===== config.mk =====
export PLATFORM = sky130hd
export DESIGN_NAME = toast_boot_loader
export DESIGN_NICKNAME = d
export VERILOG_FILES = /design/src/rtl/toast_loader_pkg.sv /design/src/rtl/toast_byte_packer.sv /design/src/rtl/toast_boot_loader.sv
export SDC_FILE = /design/constraint.sdc
export NUM_CORES = 1
export LEC_CHECK = 0
export BUFFER_PORTS_ARGS = -buffer_cell sky130_fd_sc_hd__buf_2
export CAP_MARGIN = 20
export CORE_ASPECT_RATIO = 0.7
export CORE_MARGIN = 5
export CORE_UTILIZATION = 38
export CTS_BUF_LIST = sky130_fd_sc_hd__clkbuf_4
export DETAILED_ROUTE_END_ITERATION = 16
export GPL_TIMING_DRIVEN = 0
export PLACE_DENSITY = 0.57
export SYNTH_ARGS = -nofsm -noshare
export SYNTH_HDL_FRONTEND = slang
export SYNTH_HIERARCHICAL = 1
export SYNTH_SLANG_ARGS = --single-unit

===== constraint.sdc =====
create_clock -name clk_i -period 2.7 [get_ports clk_i]
set_input_delay 0 -clock clk_i [delete_from_list [all_inputs] [get_ports clk_i]]
set_output_delay 0 -clock clk_i [all_outputs]
set_load 0.02 [all_outputs]

===== src/rtl/toast_loader_pkg.sv =====
// Shared types and constants for the boot loader: FSM states, lane count, length width.
// Latency: n/a (declarations only).
// Backpressure: n/a.
package toast_loader_pkg;

    localparam int unsigned LANES     = 4;
    localparam int unsigned LANE_W    = 2;
    localparam int unsigned LEN_W     = 16;
    localparam logic [3:0]  WR_EN_ALL = 4'hF;

    typedef enum logic [2:0] {
        ST_LEN_LO,
        ST_LEN_HI,
        ST_DATA,
        ST_CSUM,
        ST_DONE,
        ST_ERR
    } state_e;

endpackage


===== src/rtl/toast_byte_packer.sv =====
// Packs little-endian bytes into 32-bit words; lane k lands in bits [8k+7:8k].
// Latency: word and word-valid pulse appear the cycle after the 4th byte is accepted.
// Backpressure: none; every asserted byte_vld_i is consumed.
module toast_byte_packer
    import toast_loader_pkg::*;
(
    input  logic        clk_i,
    input  logic        resetn_i,
    input  logic        byte_vld_i,
    input  logic [7:0]  byte_i,
    output logic        last_lane_o,
    output logic        word_vld_o,
    output logic [31:0] word_o
);

    logic [LANE_W-1:0] lane_q;
    logic [23:0]       asm_q;
    logic [31:0]       word_q;
    logic              word_vld_q;

    assign last_lane_o = (lane_q == LANE_W'(LANES - 1));
    assign word_vld_o  = word_vld_q;
    assign word_o      = word_q;

    // Collect the lower three lanes, then emit the full word with a one-cycle pulse.
    always_ff @(posedge clk_i) begin
        if (!resetn_i) begin
            lane_q     <= '0;
            asm_q      <= '0;
            word_q     <= '0;
            word_vld_q <= 1'b0;
        end else begin
            word_vld_q <= 1'b0;
            if (byte_vld_i) begin
                lane_q <= lane_q + LANE_W'(1);
                case (lane_q)
                    2'd0:    asm_q[7:0]   <= byte_i;
                    2'd1:    asm_q[15:8]  <= byte_i;
                    2'd2:    asm_q[23:16] <= byte_i;
                    default: begin
                        word_q     <= {byte_i, asm_q};
                        word_vld_q <= 1'b1;
                    end
                endcase
            end
        end
    end

endmodule


===== src/rtl/toast_boot_loader.sv =====
// Loads a length-framed byte image into memory as 32-bit words, holding the core in reset until done.
// Latency: write strobe one cycle after a word's 4th byte; done/error one cycle after the deciding byte.
// Backpressure: rx_ready_o high in every loading state (one byte per cycle), low in DONE/ERR.
// Optional trailing XOR checksum byte enabled by defining TOAST_LOADER_CHECKSUM_EN.
module toast_boot_loader
    import toast_loader_pkg::*;
#(
    parameter int unsigned MEM_DEPTH = 4096,
    parameter logic [31:0] LOAD_BASE = 32'h0000_0000
) (
    input  logic        clk_i,
    input  logic        resetn_i,
    input  logic [7:0]  rx_data_i,
    input  logic        rx_valid_i,
    output logic        rx_ready_o,
    output logic [3:0]  mem_wr_byte_en_o,
    output logic [31:0] mem_addr_o,
    output logic [31:0] mem_wr_data_o,
    output logic        core_resetn_o,
    output logic        done_o,
    output logic        error_o
);

    localparam logic [LEN_W:0] MAX_WORDS = (LEN_W + 1)'(MEM_DEPTH);

    state_e             state_q, state_d;
    logic [LEN_W-1:0]   len_q;
    logic [LEN_W-1:0]   word_idx_q;
    logic [31:0]        addr_q;
    logic               xfer;
    logic               data_xfer;
    logic               last_lane;
    logic               last_word;
    logic               word_vld;
    logic [31:0]        word;
    logic [LEN_W-1:0]   len_full;
`ifdef TOAST_LOADER_CHECKSUM_EN
    logic [7:0]         csum_q;
`endif

    assign rx_ready_o = (state_q != ST_DONE) && (state_q != ST_ERR);
    assign xfer       = rx_valid_i && rx_ready_o;
    assign data_xfer  = xfer && (state_q == ST_DATA);
    assign len_full   = {rx_data_i, len_q[7:0]};
    assign last_word  = ((word_idx_q + LEN_W'(1)) == len_q);

    toast_byte_packer u_packer (
        .clk_i       (clk_i),
        .resetn_i    (resetn_i),
        .byte_vld_i  (data_xfer),
        .byte_i      (rx_data_i),
        .last_lane_o (last_lane),
        .word_vld_o  (word_vld),
        .word_o      (word)
    );

    // State register.
    always_ff @(posedge clk_i) begin
        if (!resetn_i) state_q <= ST_LEN_LO;
        else           state_q <= state_d;
    end

    // Next-state: length check, word countdown, optional checksum verdict.
    always_comb begin
        state_d = state_q;
        case (state_q)
            ST_LEN_LO: if (xfer) state_d = ST_LEN_HI;
            ST_LEN_HI: begin
                if (xfer) begin
                    if ({1'b0, len_full} > MAX_WORDS) begin
                        state_d = ST_ERR;
                    end else if (len_full == '0) begin
`ifdef TOAST_LOADER_CHECKSUM_EN
                        state_d = ST_CSUM;
`else
                        state_d = ST_DONE;
`endif
                    end else begin
                        state_d = ST_DATA;
                    end
                end
            end
            ST_DATA: begin
                if (data_xfer && last_lane && last_word) begin
`ifdef TOAST_LOADER_CHECKSUM_EN
                    state_d = ST_CSUM;
`else
                    state_d = ST_DONE;
`endif
                end
            end
`ifdef TOAST_LOADER_CHECKSUM_EN
            ST_CSUM: begin
                if (xfer) state_d = (rx_data_i == csum_q) ? ST_DONE : ST_ERR;
            end
`endif
            ST_DONE: state_d = ST_DONE;
            ST_ERR:  state_d = ST_ERR;
            default: state_d = ST_ERR;
        endcase
    end

    // Capture the two length bytes.
    always_ff @(posedge clk_i) begin
        if (!resetn_i) begin
            len_q <= '0;
        end else if (xfer && (state_q == ST_LEN_LO)) begin
            len_q[7:0] <= rx_data_i;
        end else if (xfer && (state_q == ST_LEN_HI)) begin
            len_q[15:8] <= rx_data_i;
        end
    end

    // Latch the write address alongside the word being completed, then advance the index.
    always_ff @(posedge clk_i) begin
        if (!resetn_i) begin
            word_idx_q <= '0;
            addr_q     <= '0;
        end else if (data_xfer && last_lane) begin
            addr_q     <= LOAD_BASE + {14'd0, word_idx_q, 2'b00};
            word_idx_q <= word_idx_q + LEN_W'(1);
        end
    end

`ifdef TOAST_LOADER_CHECKSUM_EN
    // Running XOR over data bytes only.
    always_ff @(posedge clk_i) begin
        if (!resetn_i)      csum_q <= '0;
        else if (data_xfer) csum_q <= csum_q ^ rx_data_i;
    end
`endif

    assign mem_wr_byte_en_o = word_vld ? WR_EN_ALL : 4'h0;
    assign mem_addr_o       = addr_q;
    assign mem_wr_data_o    = word;
    assign done_o           = (state_q == ST_DONE);
    assign core_resetn_o    = (state_q == ST_DONE);
    assign error_o          = (state_q == ST_ERR);

endmodule


After elaboration in Yosys (flattened, before gate mapping):

Cells that the tools add are included.

* reductions and logical operators: 18
* $lt $le $gt $ge: 1
* muxes and demuxes: 8
* eq/ne operators: 13
* bitwise logic cells: 2
* add/sub/neg operators: 2

Operators with widths (number)
* adder 16 x 1 -> 16 bit (second input constant): 1
* == test 16 bit: 1
* greater-than comparator 16 x 13 -> 1 bit (second input constant): 1
* logical NOT 16 bit: 1
* two-way mux 3 bit: 5
* one-hot mux 3 bit (4 select lines): 1
* AND reduction 2 bit: 6
* logical AND 1 bit: 7
* == test 3 bit (second input constant): 2
* inequality test 3 bit (second input constant): 2
* == test 2 bit (second input constant): 2
* two-way mux 4 bit: 1
* inequality test 2 bit (second input constant): 2
* == test 3 x 1 -> 1 bit (second input constant): 1
* == test 3 x 2 -> 1 bit (second input constant): 1
* logical NOT 3 bit: 1
* AND reduction 3 bit: 1
* OR reduction 3 bit: 1
* adder 2 x 1 -> 2 bit (second input constant): 1
* == test 2 x 1 -> 1 bit (second input constant): 1
* logical NOT 2 bit: 1
* inequality test 2 x 1 -> 1 bit (second input constant): 1
* inverter 1 bit: 2
* two-way mux 1 bit: 1

* register bits: 110
* input port bits: 11

Logic depth before layout (Yosys ltp):

Gate-level depths: netlist of run 1.

* depth in word-level cells: 8
* depth in mapped cells: 7
* depth with buffers taken out: 7

Cells and area by module:

The synthesis of run 1 kept the hierarchy.

Modules (own cells, without submodules)
* toast_boot_loader: instances 1, area each 2902.8 sq um, cells each 352, seq. area each 1021.0 sq um
* toast_byte_packer: instances 1, area each 2219.6 sq um, cells each 206, seq. area each 1181.1 sq um

Worst setup path after synthesis of run 1:

No wires, ideal clock.

* path type: reg-to-reg
* start point: register word_idx_q[1]
* end point: register state_q[1]
* setup time: 140 ps
* data required time: 2560 ps
* arrival: 1722 ps
* cell stages (with the launch flop): 7
* path buffers: 0
* path slack: 838 ps
* path through: dfxtp_1 ha_1 nand3_1 xnor2_1 or4_1 a31oi_1 a41oi_1

* cells in the longest elaborated chain, start to end: 5

RTL lines
* start, declared: line toast_boot_loader.sv:28 `logic [LEN_W-1:0] word_idx_q;`
* start signal, assigned: line toast_boot_loader.sv:121 `word_idx_q <= word_idx_q + LEN_W'(1);`
* adder 16 x 1 -> 16 bit: line toast_boot_loader.sv:45 `assign last_word = ((word_idx_q + LEN_W'(1)) == len_q);`
* == test 16 bit: line toast_boot_loader.sv:45
* logical AND 1 bit: line toast_boot_loader.sv:84 `if (data_xfer && last_lane && last_word) begin`
* inequality test 2 x 1 -> 1 bit (no line)
* AND reduction 3 bit (no line)
* end signal, assigned: line toast_boot_loader.sv:60 `else state_q <= state_d;`
* end, declared: line toast_boot_loader.sv:26 `state_e state_q, state_d;`

No other way between the ends.
A chain may end at the register's enable or synchronous reset.

Worst setup path after layout of run 1:

Same ends and word-level chain as after synthesis.

==> results of run 1 <==
## cell usage after synthesis (2+ instances only)
cell type    n
clkbuf_1     7
nand4_2      2
and4_1       4
nor4_1       4
dfxtp_1    110
buf_6        4
nand4_1      2
buf_2       12
nor4_2       3
and2_4       2
ha_1         5
nand2_1    145
inv_1        4
nand2_2      3
mux2i_1     60
a21boi_1    10
xor2_1       9
buf_12       3
buf_4       24
nand3_1     10
o211ai_1     2
o21ai_0      6
a21boi_0    23
and3_1       6
buf_1        2
and2_1      15
nor2b_1      3
xnor2_1     29
a21oi_1      5
nor3_1      13
nor2_1      12
## cell type report
class                           count  area, µm²
Timing Repair Buffer               76        430
Clock inverter                      7       91.3
Multi-Input combinational cell    407       2580
Fill cell                        1299       7180
Antenna cell                        1       2.50
Inverter                            4       15.0
Tap cell                          185        231
Sequential cell                   110       2200
Buffer                             52        379
Clock buffer                        9       67.6
## power by group through the flow
stage,Sequential [µW],Clock [µW],Combinational (µW)
after CTS,1660,935,213
after global routing,1660,996,239
final,1660,897,214
after global placement,1690,0,199
after floorplan,1690,0,145
after detailed placement,1690,0,201
## kinds of logic (layout without fill, tap and decap cells)
group                      count (synthesis)  after routing
AOI/OAI and AO/OA                         52             52
buffers and inverters                     56            148
other                                      1             17
and+or+nand+nor                          235            235
muxes                                     60             60
xor gates and xnor gates                  39             39
DFF                                      110            110
adders and majority gates                  5              5
## layout by cell type (no fill, tap or decap), types with 7 or more instances in the layout
cell | Yosys | final
dlygate4sd3_1 | 0 | 10
a21boi_0 | 23 | 23
xnor2_1 | 29 | 29
nand2_1 | 145 | 145
and2_1 | 15 | 15
buf_4 | 24 | 24
dfxtp_1 | 110 | 110
nor3_1 | 13 | 13
clkbuf_1 | 7 | 7
buf_2 | 12 | 78
xor2_1 | 9 | 9
nor2_1 | 12 | 12
a21boi_1 | 10 | 10
mux2i_1 | 60 | 60
conb_1 | 1 | 16
nand3_1 | 10 | 10
clkbuf_4 | 0 | 9
## metal layers
metal	routed length (µm)	track usage, %
met5	0	0
met4	108	3.59
met3	513	3.21
met2	5150	23.4
met1	6450	23.6
## state kept, by name, summed over array words and instances, names as in the netlist
register             cells
word_idx_q              16
len_q                   16
u_packer/lane_q          2
u_packer/word_o         32
mem_addr_o              16
state_q                  3
u_packer/asm_q          24
u_packer/word_vld_o      1
## path summary, 6_finish.rpt
check | to | cells past startpoint
max | state_q[1] | 6
min | len_q[3] | 4
min reg2reg | mem_addr_o[10] | 2
max reg2reg | state_q[1] | 6
## metrics by stage
| stage | setup WS (ns) | utilization (%) | std cells | hold slack, ns | total power [µW] |
|---|---|---|---|---|---|
| after floorplan | 0.838 | - | 573 | 0.145 | 1830 |
| after global placement | 0.324 | 43.6 | 824 | 0.308 | 1890 |
| after detailed placement | 0.300 | 43.6 | 824 | 0.307 | 1890 |
| after CTS | 0.287 | 45.5 | 850 | 0.321 | 2810 |
| after global routing | 0.127 | 45.5 | 850 | 0.326 | 2900 |
| final | 0.262 | 45.5 | 851 | 0.352 | 2770 |
## critical path, cell delays in order, from the launching register on
cell     delay [ns]
dfxtp_1        0.54
ha_1           0.34
nand3_1        0.31
xnor2_1        0.23
or4_1          0.40
a31oi_1        0.31
a41oi_1        0.20
==> summary.txt, run 1 <==
Status
  – Status: completed

Route
  – # DRC: 0
  – Wire length per cell: 14.4 µm
  – Vias/cell: 4.76
  – Iter 0 DRT Violations: 176
  – TritonRoute pass-1 iters: 4
  – Wirelength, routed: 12200 µm
  – Vias after detailed routing: 4054
  – Post-route antenna net violation count: 0

Yosys
  – Mux cell area share after synthesis: 11.7%
  – Xor/xnor share of the synthesized area: 7.03%
  – Synthesized area per cell: 9.18 µm²
  – Ranking of synthesized cells by area: dfxtp_1 (43%), mux2i_1 (12%), nand2_1 (11%)
  – Post-Syn Area: 0.00512 mm²
  – Adder-cell share of the synthesized area: 1.22%
  – Async SR Flop Fraction: 0%
  – Synth cell types: 50
  – Post-synthesis compound-gate area fraction: 7.18%
  – Number of synthesized flops with an enable pin: 0
  – Top-area cell type share of the netlist area: 43.0%
  – Largest family of logic cells by synthesized area: simple AND/OR/NAND/NOR gates
  – #FFs+latches synth: 110
  – Seq/Total Area, Yosys: 43.0%
  – Post-Syn Instances: 558
  – YS warnings: 6
  – Top cell type by total area after synthesis: dfxtp_1
  – Ys flop type: dfxtp_1
  – Post-Synth Simple-Gate Area: 22.1%

Clocking
  – CTS Buffer Depth: 2
  – Root Buffer: clkbuf_4
  – TritonCTS buffer count: 9
  – CTS tree: done
  – Setup Fix Bufs, Post-CTS: 0
  – Resized Gates After CTS: 0
  – Clock Sinks: 110
  – CTS H-Tree Depth: 3
  – Clock Latency Late Sink: 0.47 ns
  – # hold bufs at CTS: 10
  – Clock-pin slew on the worst setup and hold paths: 0.18 ns

Timing
  – Final Max Slew Viols: 0
  – Fin crit period: 2.44 ns
  – Fin crit share: 90.3%
  – Worst rel slew slack: 42.8%
  – Layout Skew: 0.0151 ns
  – Final setup viols: 0
  – Fmax: 410 MHz
  – Actual slew at the worst max-slew pin: 0.852 ns
  – RSZ-0062 raised after global routing: no
  – Fin. Hold Viols: 0
  – Total negative slack: 0 ns

Die
  – Die Ht: 107 µm
  – # IOs: 83
  – Width of the die: 149 µm
  – FP Rows: 35
  – Core Area: 0.0132 mm²
  – Initial Util: 38.9%
  – Die area: 0.0159 mm²

Placed design
  – # port buffers: 66
  – Placer Congestion: 0.809
  – Area after DPL: 0.00574 mm²
  – Detail Placement HPWL: 9410 µm

Global route
  – Largest net degree at the start of global routing: 21
  – First-pass GRT wire length: 20300 µm
  – Gr usage total: 15.8%
  – Vias in the first global route: 3955
  – Initial antenna violation count: 0
  – GR Overflow Total: 0

Worst setup path
  – Worst R2R Setup Slack: 0.26 ns
  – Worst setup path startpoint: word_idx_q[1]
  – Worst Setup End Kind: flop
  – CP required: 3.05 ns
  – Crit path launch type: flop
  – Worst r2r src: word_idx_q[1]
  – Critical path class: flop to flop
  – CP max FO: 7
  – Crit path DAT: 2.78 ns

Power
  – Total power divided by cell area: 462 mW/mm²
  – P_leak: 0.00260 µW
  – Combinational power share: 7.7%
  – Sequential Power Share: 59.9%
  – Internal Power: 2030 µW
  – VDD IR max: 236 µV
  – Switching power: 740 µW
  – Net Sw Frac: 26.7%
  – Clock power share: 32.4%

Layout
  – Fin nets: 676
  – Area growth, synth to finish: 17.2%
  – Fraction of layout cells with a size suffix above 1: 21.1%
  – Final instance area: 0.00600 mm²

Job
  – MaxCap Viol Count: 0

Hold path
  – Hold Startpoint: rx_data_i[3]
  – Worst hold path class: input pin to flop
Power figures use the tool's default switching activity.
==> run 2, diff against run 1 <==
CELL_PAD_IN_SITES_DETAIL_PLACEMENT = 0   (was not set)
CELL_PAD_IN_SITES_GLOBAL_PLACEMENT = 1   (was not set)
CTS_CLUSTER_DIAMETER = 60   (was not set)
PLACE_DENSITY = 0.72   (was 0.57)
==> summary.txt, run 2 (synthesis gave the netlist of run 1 again) <==
Clocking
  – Root Buffer: clkbuf_4
  – # hold bufs at CTS: 10 (unchanged)
  – Clock Latency Late Sink: 0.48 ns (about the same)
  – Resized Gates After CTS: 0 (unchanged)
  – Setup Fix Bufs, Post-CTS: 0 (unchanged)
  – TritonCTS buffer count: 9 (unchanged)
  – Clock Sinks: 110 (unchanged)
  – CTS H-Tree Depth: 3 (unchanged)
  – CTS tree: done
  – CTS Buffer Depth: 2 (unchanged)
  – Clock-pin slew on the worst setup and hold paths: 0.18 ns (about the same)

Global route
  – Met1 Use GR: 24.1% (+0.51 points)
  – GR Overflow Total: 0 (unchanged)
  – Vias in the first global route: 3920 (-0.88%)
  – Largest net degree at the start of global routing: 21 (unchanged)
  – Busiest metal layer after global routing: met1
  – Initial antenna violation count: 0 (unchanged)
  – Gr usage total: 16.2% (+0.40 points)
  – M3 GR Usage: 3.17% (-0.042 points)
  – GR Util met2: 23.9% (+0.49 points)
  – First-pass GRT wire length: 20600 µm (+1.6%)

Power
  – Total power divided by cell area: 449 mW/mm² (-2.8%)
  – Sequential Power Share: 61.9% (+2.0 points)
  – P_leak: 0.00259 µW (-0.32%)
  – Clock power share: 29.9% (-2.5 points)
  – Total power: 2680 µW (-3.3%)
  – Net Sw Frac: 27.7% (+1.0 points)
  – Combinational power share: 8.2% (+0.5 points)
  – Switching power: 742 µW (+0.32%)
  – VDD IR max: 282 µV (+19%)
  – Internal Power: 1940 µW (-4.6%)

Job
  – MaxCap Viol Count: 0 (unchanged)

Timing
  – Fin crit share: 85.3% (-5.0 points)
  – Actual slew at the worst max-slew pin: 0.844 ns (-0.00767 ns)
  – Layout Skew: 0.0242 ns (+0.00908 ns)
  – Worst rel slew slack: 43.3% (+0.52 points)
  – PnR worst setup slack: 0.398 ns (+0.136 ns)
  – Fin crit period: 2.30 ns (-0.136 ns)
  – RSZ-0062 raised after global routing: no
  – Final setup viols: 0 (unchanged)
  – Worst hold margin: 0.364 ns (+0.0124 ns)
  – Fmax: 434 MHz (+5.9%)
  – Total negative slack: 0 ns (unchanged)
  – Fin. Hold Viols: 0 (unchanged)
  – Final Max Slew Viols: 0 (unchanged)

Die
  – Initial Util: 38.9% (unchanged)
  – FP Rows: 35 (unchanged)
  – # IOs: 83 (unchanged)
  – Width of the die: 149 µm (unchanged)
  – Core Area: 0.0132 mm² (unchanged)
  – Die area: 0.0159 mm² (unchanged)
  – Die Ht: 107 µm (unchanged)

Worst setup path
  – Worst Setup End Kind: flop
  – Crit path max-delay family: simple AND/OR/NAND/NOR gates
  – Crit path DAT: 2.65 ns (-0.13 ns)
  – Critical path class: flop to flop
  – Worst R2R Path Depth: 6 (unchanged)
  – CP max FO: 7 (unchanged)
  – CP max stage delay: 0.51 ns (-0.03 ns)
  – Buf/Inv on CP: 0 (unchanged)
  – Crit path depth: 6 (unchanged)
  – CP required: 3.05 ns (about the same)
  – CP max-delay cell: dfxtp_1
  – Cell chain of the critical path: ha_1 -> nand3_1 -> xnor2_1 -> or4_1 -> a31oi_1 -> a41oi_1
  – Crit path launch type: flop

Placed design
  – Setup WS pre-CTS: 0.442 ns (+0.142 ns)
  – Detail Placement HPWL: 9640 µm (+2.4%)
  – # port buffers: 66 (unchanged)
  – Area after DPL: 0.00574 mm² (unchanged)
  – Placer Congestion: 0.833 (+2.9%)

Route
  – Iter 0 DRT Violations: 182 (+3.4%)
  – Wire length per cell: 14.7 µm (+2.5%)
  – TritonRoute pass-1 iters: 4 (unchanged)
  – Vias/cell: 4.78 (+0.34%)
  – Post-route antenna net violation count: 0 (unchanged)
  – # DRC: 0 (unchanged)
  – Vias after detailed routing: 4063 (+0.22%)
  – Wirelength, routed: 12500 µm (+2.4%)

Layout
  – Most frequent cells in the layout: nand2_1 (145), dfxtp_1 (110), buf_2 (78)
  – Area growth, synth to finish: 16.5%
  – Final instance area: 0.00597 mm² (-0.56%)
  – Fin nets: 676 (unchanged)
  – Fraction of layout cells with a size suffix above 1: 21.1% (unchanged)
  – Commonest non-fill, non-tap cell in the layout: nand2_1
  – Ant diodes: 0 (-1)
  – Number of flip-flops in the largest register: 32 (unchanged)

Hold path
  – Worst hold path class: input pin to flop
  – WHS Path Cells: 4 (unchanged)

Status
  – Status: completed
-- run 2: metal layers --
layer / vias up / wire length, µm
met4: 0 / 147
met3: 12 / 652
met2: 91 / 5240
li1: 2030 / -
met1: 1930 / 6470
met5: - / 0
-- run 2: worst reg2reg max path, delay by kind of cell, from the launching register on --
kind	cells	cell delay, ns
AO/OA/AOI/OAI	2	0.39
XOR/XNOR	1	0.23
adder cells (fa/ha/maj)	1	0.32
flip-flops	1	0.51
AND/OR/NAND/NOR	2	0.73
-- run 2: layout make-up --
type | count | area, µm²
fill | 1320 | 7210
multi-input combinational | 407 | 2580
sequential | 110 | 2200
timing repair buffer | 76 | 430
buffer | 52 | 379
tap | 185 | 231
clock buffer | 9 | 67.6
clock inverter | 7 | 60.1
inverter | 4 | 15.0
-- run 2: final timing paths --
path | from | endpoint | slack, ns
setup / recovery | word_idx_q[1] | state_q[1] | 0.40
hold / removal | rx_data_i[0] | len_q[0] | 0.36
setup reg to reg | word_idx_q[1] | state_q[1] | 0.40
hold reg to reg | mem_addr_o[11] | mem_addr_o[11] | 0.46
-- run 2: per-stage QoR --
| stage | std cells | util, % |
|---|---|---|
| after floorplan | 573 | - |
| after global placement | 824 | 43.6 |
| after detailed placement | 824 | 43.6 |
| after CTS | 850 | 45.3 |
| after global routing | 850 | 45.3 |
| final | 850 | 45.3 |
-- run 2: power groups by stage --
stage          sequential [µW]  clock (µW)  combinational [µW]
6_report                  1660         801                 220
5_1_grt                   1660         905                 244
4_1_cts                   1660         843                 218
3_5_place_dp              1690           0                 206
3_3_place_gp              1690           0                 203
2_1_floorplan             1690           0                 145
==> run 3, diff against run 2 <==
SETUP_SLACK_MARGIN = 0.5   (was not set)
==> summary.txt, run 3 (synthesis gave the netlist of run 1 again) <==
Route
  – Iter 0 DRT Violations: 189 (+3.8%)
  – Wirelength, routed: 12600 µm (+0.48%)
  – Wire length per cell: 14.8 µm (+0.48%)
  – Post-route antenna net violation count: 0 (unchanged)
  – Vias after detailed routing: 4085 (+0.54%)
  – Vias/cell: 4.81 (+0.54%)
  – TritonRoute pass-1 iters: 6 (+2)
  – # DRC: 0 (unchanged)

Worst setup path
  – Buf/Inv on CP: 0 (unchanged)
  – CP max FO: 7 (unchanged)
  – CP max stage delay: 0.45 ns (-0.06 ns)
  – CP required: 3.06 ns (about the same)
  – Crit path launch type: flop
  – Worst R2R Setup Slack: 0.65 ns (+0.26 ns)
  – CP max-delay cell: dfxtp_2
  – Worst Setup End Kind: flop
  – Cell chain of the critical path: ha_2 -> nand3_2 -> xnor2_1 -> or4_1 -> a31oi_1 -> a41oi_1
  – Crit path max-delay family: simple AND/OR/NAND/NOR gates
  – Crit path DAT: 2.41 ns (-0.24 ns)
  – Critical path class: flop to flop

Die
  – Initial Util: 38.9% (unchanged)
  – # IOs: 83 (unchanged)
  – Die area: 0.0159 mm² (unchanged)
  – Width of the die: 149 µm (unchanged)
  – FP Rows: 35 (unchanged)
  – Core Area: 0.0132 mm² (unchanged)
  – Die Ht: 107 µm (unchanged)

Global route
  – Gr usage total: 16.2% (unchanged)
  – First-pass GRT wire length: 20600 µm (unchanged)
  – Vias in the first global route: 3920 (unchanged)
  – Initial antenna violation count: 0 (unchanged)
  – GR Overflow Total: 0 (unchanged)
  – Largest net degree at the start of global routing: 21 (unchanged)

Status
  – Status: completed

Timing
  – Fin crit share: 75.8% (-9.5 points)
  – Fin. Hold Viols: 0 (unchanged)
  – Actual slew at the worst max-slew pin: 0.878 ns (+0.0344 ns)
  – Fmax: 489 MHz (+12%)
  – PnR worst setup slack: 0.653 ns (+0.255 ns)
  – Total negative slack: 0 ns (unchanged)
  – Final Max Slew Viols: 0 (unchanged)
  – Worst rel slew slack: 41.0% (-2.3 points)
  – RSZ-0062 raised after global routing: no
  – Final setup viols: 0 (unchanged)
  – Layout Skew: 0.0238 ns (-0.000355 ns)
  – Fin crit period: 2.05 ns (-0.255 ns)

Placed design
  – # port buffers: 66 (unchanged)
  – Placer Congestion: 0.833 (unchanged)
  – Detail Placement HPWL: 9640 µm (unchanged)
  – Setup WS pre-CTS: 0.442 ns (unchanged)

Power
  – P_leak: 0.00259 µW (about the same)
  – Total power divided by cell area: 449 mW/mm² (about the same)
  – VDD IR max: 282 µV (+0.20%)

Layout
  – Fraction of layout cells with a size suffix above 1: 21.7% (+0.60 points)
  – Commonest non-fill, non-tap cell in the layout: nand2_1
  – Area growth, synth to finish: 16.8%
  – Fin nets: 676 (unchanged)
  – Most frequent cells in the layout: nand2_1 (145), dfxtp_1 (109), buf_2 (78)
  – Ant diodes: 0 (unchanged)
  – Number of flip-flops in the largest register: 32 (unchanged)

Clocking
  – CTS Buffer Depth: 2 (unchanged)
  – Clock-pin slew on the worst setup and hold paths: 0.18 ns (about the same)
  – Clock Latency Late Sink: 0.49 ns (about the same)
  – Root Buffer: clkbuf_4
  – Clock Sinks: 110 (unchanged)
  – CTS tree: done
  – TritonCTS buffer count: 9 (unchanged)
  – CTS H-Tree Depth: 3 (unchanged)
  – Setup Fix Bufs, Post-CTS: 0 (unchanged)

Job
  – MaxCap Viol Count: 0 (unchanged)

Hold path
  – Worst hold path class: input pin to flop
==> run 3: report_power, final <==
part           leakage (µW)  internal (µW)  switching [µW]
logic               0.00163           83.6             138
registers          0.000888           1640            16.4
clock network     0.0000736            210             597
total               0.00259           1940             751
==> run 3: what timing repair did <==
item                                   CTS  global route
gates cloned                             0             0
endpoints found under the hold margin   42             0
hold buffers                            10             0
setup endpoints to repair                2             2
pin swaps                                0             0
resized for setup                        1             3
==> run 3: path summary, 6_finish.rpt <==
path / start / cells past startpoint / endpoint
worst max-delay path: word_idx_q[1] / 6 / state_q[1]
worst min-delay path: rx_data_i[0] / 4 / len_q[0]
worst max register to register: word_idx_q[1] / 6 / state_q[1]
worst min register to register: mem_addr_o[11] / 2 / mem_addr_o[11]
==> run 3: metrics by stage <==
step / instance area, µm² / hold slack (ns) / power, µW / instances / util, %
after floorplan: 5180 / 0.145 / 1830 / 573 / -
after global placement: 5740 / 0.309 / 1890 / 824 / 43.6
after detailed placement: 5740 / 0.322 / 1900 / 824 / 43.6
after CTS: 5970 / 0.340 / 2720 / 850 / 45.3
after global routing: 5980 / 0.341 / 2810 / 850 / 45.4
final: 5980 / 0.352 / 2690 / 850 / 45.4
==> run 3: routing by layer <==
layer,share of wire [%],vias to the layer above,wire length (µm),global-route usage (%)
met5,0,-,0,0
met4,1.2,0,156,4.31
met3,5.8,12,728,3.17
met2,42,112,5250,23.9
met1,51,1926,6440,24.1
li1,-,2035,-,-
==> run 3: layout make-up <==
| class | instances | area [µm²] |
|---|---|---|
| Fill cell | 1321 | 7200 |
| Tap cell | 185 | 231 |
| Timing Repair Buffer | 76 | 430 |
| Buffer | 52 | 379 |
| Inverter | 4 | 15.0 |
| Multi-Input combinational cell | 407 | 2600 |
| Clock inverter | 7 | 60.1 |
| Sequential cell | 110 | 2200 |
| Clock buffer | 9 | 67.6 |
==> run 3: worst min-delay path, cell delays in order <==
cell and delay (ns):
dlygate4sd3_1 0.53, buf_2 0.16, nand2_1 0.06, a21boi_0 0.06
